File: src/rtl/delay_line_var.sv
// Variable-length delay line for a WIDTH-bit word plus valid flag, with stall,
// flush and a primed flag that tracks whether the selected depth has filled.
module delay_line_var #(
    parameter int WIDTH     = 8,
    parameter int MAX_DELAY = 8,
    parameter int SELW      = $clog2(MAX_DELAY + 1)
) (
    input  logic             clk,
    input  logic             rst,
    input  logic             en,
    input  logic             flush,
    input  logic [SELW-1:0]  delay_sel,
    input  logic [WIDTH-1:0] datain,
    input  logic             valid_in,
    output logic [WIDTH-1:0] dataout,
    output logic             valid_out,
    output logic             primed
);

    localparam logic [SELW-1:0] MAXD = SELW'(MAX_DELAY);
    localparam logic [SELW-1:0] ONE  = SELW'(1);

    // Index 0 is the line input; index k is the output of stage k.
    logic [WIDTH-1:0] stage_data  [0:MAX_DELAY];
    logic             stage_valid [0:MAX_DELAY];

    logic [SELW-1:0] d;
    logic [SELW-1:0] d_reg;
    logic            d_seen_reg;
    logic            d_changed;
    logic [SELW-1:0] fill_cnt_reg;

    assign stage_data[0]  = datain;
    assign stage_valid[0] = valid_in;

    always_comb begin
        d = delay_sel;
        if (delay_sel == '0) begin
            d = ONE;
        end else if (delay_sel > MAXD) begin
            d = MAXD;
        end
    end

    genvar gi;
    generate
        for (gi = 1; gi <= MAX_DELAY; gi++) begin : gen_stage
            logic [WIDTH-1:0] data_reg;
            logic             valid_reg;

            always_ff @(posedge clk or posedge rst) begin
                if (rst) begin
                    data_reg  <= '0;
                    valid_reg <= 1'b0;
                end else if (flush) begin
                    data_reg  <= '0;
                    valid_reg <= 1'b0;
                end else if (en) begin
                    data_reg  <= stage_data[gi-1];
                    valid_reg <= stage_valid[gi-1];
                end
            end

            assign stage_data[gi]  = data_reg;
            assign stage_valid[gi] = valid_reg;
        end
    endgenerate

    // The first edge after reset has no previous d to compare against, so it
    // must not count as a change.
    assign d_changed = d_seen_reg && (d != d_reg);

    always_ff @(posedge clk or posedge rst) begin
        if (rst) begin
            d_reg        <= ONE;
            d_seen_reg   <= 1'b0;
            fill_cnt_reg <= '0;
        end else begin
            d_reg      <= d;
            d_seen_reg <= 1'b1;
            if (flush || d_changed) begin
                fill_cnt_reg <= '0;
            end else if (en && (fill_cnt_reg != MAXD)) begin
                fill_cnt_reg <= fill_cnt_reg + ONE;
            end
        end
    end

    assign dataout   = stage_data[d];
    assign valid_out = stage_valid[d];
    assign primed    = (fill_cnt_reg >= d);

endmodule

File: config.mk
export PLATFORM = sky130hd
export DESIGN_NAME = delay_line_var
export DESIGN_NICKNAME = d
export VERILOG_FILES = /design/src/rtl/delay_line_var.sv
export SDC_FILE = /design/constraint.sdc
export NUM_CORES = 1
export LEC_CHECK = 0
export CORE_UTILIZATION = 53
export CTS_BUF_LIST = sky130_fd_sc_hd__clkbuf_16
export CTS_CLUSTER_SIZE = 20
export DETAILED_ROUTE_END_ITERATION = 6
export MAX_ROUTING_LAYER = met4
export PLACE_DENSITY = 0.76
export RECOVER_POWER = 50
export SYNTH_ARGS = -nofsm -noshare
export SYNTH_HDL_FRONTEND = slang
export SYNTH_SLANG_ARGS = --single-unit
File: constraint.sdc
create_clock -name clk -period 2.5 [get_ports clk]
set_input_delay 0.375 -clock clk [delete_from_list [all_inputs] [get_ports clk]]
set_output_delay 0.375 -clock clk [all_outputs]
set_load 0.03 [all_outputs]
Word level (Yosys, flattened, before mapping). Cells that the tools add are included. Widths: inputs -> output; s select.

$add $sub $neg: 1. Magnitude comparators: 3. Equality and inequality tests: 2. Mux-type cells: 42. Bitwise operators: 1. Reductions and logical operators: 6.

Operator list (count): $mux 8 (18); $bmux 8 s4 (1); $mux 1 (18); $mux 4 (4); $ge 5x5->1 const B (1); $not 4->5 (1); $add 4x1->4 const B (1); $bmux 1 s4 (1); $ge 4x4->1 (1); $gt 4x4->1 const B (1); $logic_not 4->1 (1); $ne 4x4->1 (1); $ne 4x4->1 const B (1); $reduce_bool 2->1 (2); $logic_and 1x1->1 (2); $logic_or 1x1->1 (1).

Register bits: 81. Input bits: 17. Output and inout bits: 10. Word-level logic and storage cells: 74.

Logic depth before layout (Yosys ltp).
Depth after elaboration: 7. Gate-level depth with buffers: 8. Depth with buffers taken out: 7.

Worst setup path before layout. OpenSTA, ideal clock, no wires.

Path type: input to output. From: input delay_sel[2]. To: output primed. Arrival: 1.828 ns. Data required time: 2.125 ns. Setup slack: 0.297 ns. Stages on the path: 8. Path buffers: 1. Cell sequence: clkbuf_1 o21ba_2 nor2_1 ha_1 nand2b_1 a21o_1 a21o_1 a21o_1.

Longest elaborated chain between the ends: 4. Elaborated cells on any way between the ends: 5. Classes of those cells: order compare: 2; mux: 2; reduce/logical: 1.

RTL lines: start: declaration (line 12) `input logic [SELW-1:0] delay_sel,`; $gt 4x4->1 (line 40) `end else if (delay_sel > MAXD) begin`; $mux 4 (line 40); $mux 4 (*) (line 38) `if (delay_sel == '0) begin`; via d[0] (line 27) `logic [SELW-1:0] d;`; $ge 4x4->1 (*) (line 91) `assign primed = (fill_cnt_reg >= d);`; end: declaration (line 17) `output logic primed`.

The timed path passes the listed nets; every way through them passes the cells marked *.

Worst setup path after layout.
From: input delay_sel[0]. To: output primed.

Same word-level chain as after synthesis.

==> flow_summary.toml <==
[run_status]
outcome = "finished clean"

[power_and_ir_drop]
ir_drop_v = 0.000388
powerDensity_nw_per_um2 = 661
leakage_nw = 2.39
power.total_mw = 3.12

[worst_setup_path]
startpoint_type = "input port"
max_stage_delay_ns = 0.30
timing.critical_path.mode_cell = "a21o_1"
path_class = "in -> out"
path_cells = "dlygate4sd2_1 > o21ba_4 > nor2_2 > ha_1 > nand2b_1 > a21o_1 > a21o_1 > a21o_1 > buf_4"
path_max_fanout = 2
crit_arrival_ns = 2.05
critPathTopFamily = "compound AO/OA/AOI/OAI gates"
path_buf_inv = 2
worstPathRequired_ns = 2.12
crit_slowest_cell = "dlygate4sd2_1"
worstSetupEndpointType = "output port"

[die]
core_sq_um = 7290
dieHeight_microns = 88.9
ioPinCount = 27
die_w_microns = 88.9
start_util = 0.549
std_cell_rows = 31
die-area_sq_um = 7910

[logic_synthesis]
ys_seq_area_frac = 0.506
syn_area_sq_um = 4010
yosysUniqueCellTypes = 35
syn_area_per_cell_sq_um = 11.2
yosysWarnings = 0
ys_async_sr_fraction = 1.00
synth-seq-cells = 81
yosys_most_used_dff = "dfrtp_1"
synth_enable_flop_cells = 0
syn_nets = 380
synth_cells = 357

[sta]
skew_ns = 0.00379
layout_setup_ws_ns = 0.0771
finalHoldViolations = 0
worst_pin_slew_ns = 1.45
max_slew_margin = 0.0311
setup_tns_ns = 0
finalSetupViolations = 0
timing.fmax_mhz = 413
fin_crit_sh = 0.969
slew_violations = 0
rsz0062_at_grt = "no"
period_needed_ns = 2.42

[clock_network]
cts_buffer_depth = 2
path_clk_slew_ns = 0.06
numCtsBuffers = 9
clkLatencyLatePin_ns = 0.33
cts_sinks = 81
cts_root_buffer = "clkbuf_16"
cts_tree = "built"
htree_levels = 3

[route]
drtIter0Drc = 153
drt-wirelength-per-cell_microns = 16.4
via_count = 2738
drc = 0
drtAntennaViolNets = 0
wl_mm = 8.04
via_per_inst = 5.59
firstDrtPassIters = 4

[job]
maxCapViolations = 0

[finish]
final_common_cell = "nor2_1"
layout_common_cells = "90 x nor2_1, 85 x mux2i_1, 80 x dfrtp_1, 23 x buf_4"
largest_reg_flops = 64
design_area_sq_um = 4720
final_nets = 409
drive_above_1_share = 0.136
fin_cells = 490
antennaDiodeCount = 0
area_growth_pct = 17.8

[global_routing]
antenna_found_initial = 0
grt_pass1_wl_mm = 13.1
grtUsageTotal = 0.231
overflow = 0
grt_pass1_vias = 2650
grt_start_max_net_pins = 73

[place]
place_inst = 470
dpl.hpwl_mm = 5.14
port_buffers = 26
place_ws_ns = -0.608
routabilityCongestion = 0.754
dpl-instance-area_sq_um = 4370

[hold_path]
hold_path_class = "in -> reg"
## logic make-up (layout without fill, tap and decap cells)
group           count (synthesis)  count (layout)  share of synthesized area
simple gates                  107             107                      0.109
compound gates                 32              32                     0.0640
mux                            91              91                      0.249
other cells                     1               1                   0.000936
xor+xnor                        4               4                    0.00875
buf+inv                        35              69                     0.0434
fa+ha+maj                       6               6                     0.0187
flops                          81              81                      0.506
## synthesized netlist by cell type (all sizes together) (2+ instances only)
library cell  instances  area (sq um)
nor2                 91           342
mux2i                85           851
dfrtp                80          2000
buf                  15          98.9
clkbuf               14          52.6
nand2                 7          26.3
a2111oi               6          52.6
a221o                 6          60.1
ha                    6          75.1
inv                   6          22.5
mux4                  6           146
a21oi                 5          25.0
a211oi                3          22.5
a21o                  3          22.5
a2bb2oi               3          26.3
nor3b                 3          22.5
xor2                  3          26.3
o211ai                2          15.0
## final timing paths
check,cells past startpoint,from,to,slack [ns]
setup / recovery,9,delay_sel[0],primed,0.08
hold / removal,3,delay_sel[3],d_reg[0],0.41
setup reg to reg,6,fill_cnt_reg[0],fill_cnt_reg[1],1.07
hold reg to reg,2,gen_stage[8].data_reg[1],gen_stage[8].data_reg[1],0.53
max in group asynchronous,3,rst,gen_stage[1].data_reg[5],0.49
min in group asynchronous,2,rst,gen_stage[1].data_reg[4],0.67
## layer usage
metal  track usage  vias up  share of wire
met3        0.0499        4          0.044
li1              -     1302              -
met1         0.308     1379           0.46
met2         0.359       53           0.49
met4        0.0649        0         0.0045
met5             -        -              0
## worst min-delay path, cell delays in order
cell and delay (ns):
dlymetal6s2s_1 0.17, nor2_2 0.06, buf_4 0.13
## final cells by class
| type | count | area, sq um |
|---|---|---|
| Fill cell | 603 | 2570 |
| Sequential cell | 81 | 2030 |
| Multi-Input combinational cell | 241 | 1810 |
| Timing Repair Buffer | 47 | 392 |
| Clock buffer | 9 | 225 |
| Tap cell | 99 | 124 |
| Clock inverter | 7 | 111 |
| Inverter | 6 | 23.8 |
## power breakdown
group	internal, mW	switching, mW
registers	1.34	0.0189
logic	0.124	0.173
clock network	0.968	0.500
total	2.43	0.692
## repair_timing
action                                  in CTS  in global routing
endpoints found under the setup margin      10                  7
buffers inserted                             4                  0
pin swaps                                    0                  1
hold buffers                                 0                  0
gates resized for setup                     14                 11
## through the flow
stage               utilization  hold WS, ns
floorplan                     -        0.487
global placement          0.599        0.504
detailed placement        0.599        0.518
CTS                       0.649        0.356
global route              0.647        0.405
finish                    0.647        0.411
Power figures use the tool's default switching activity.
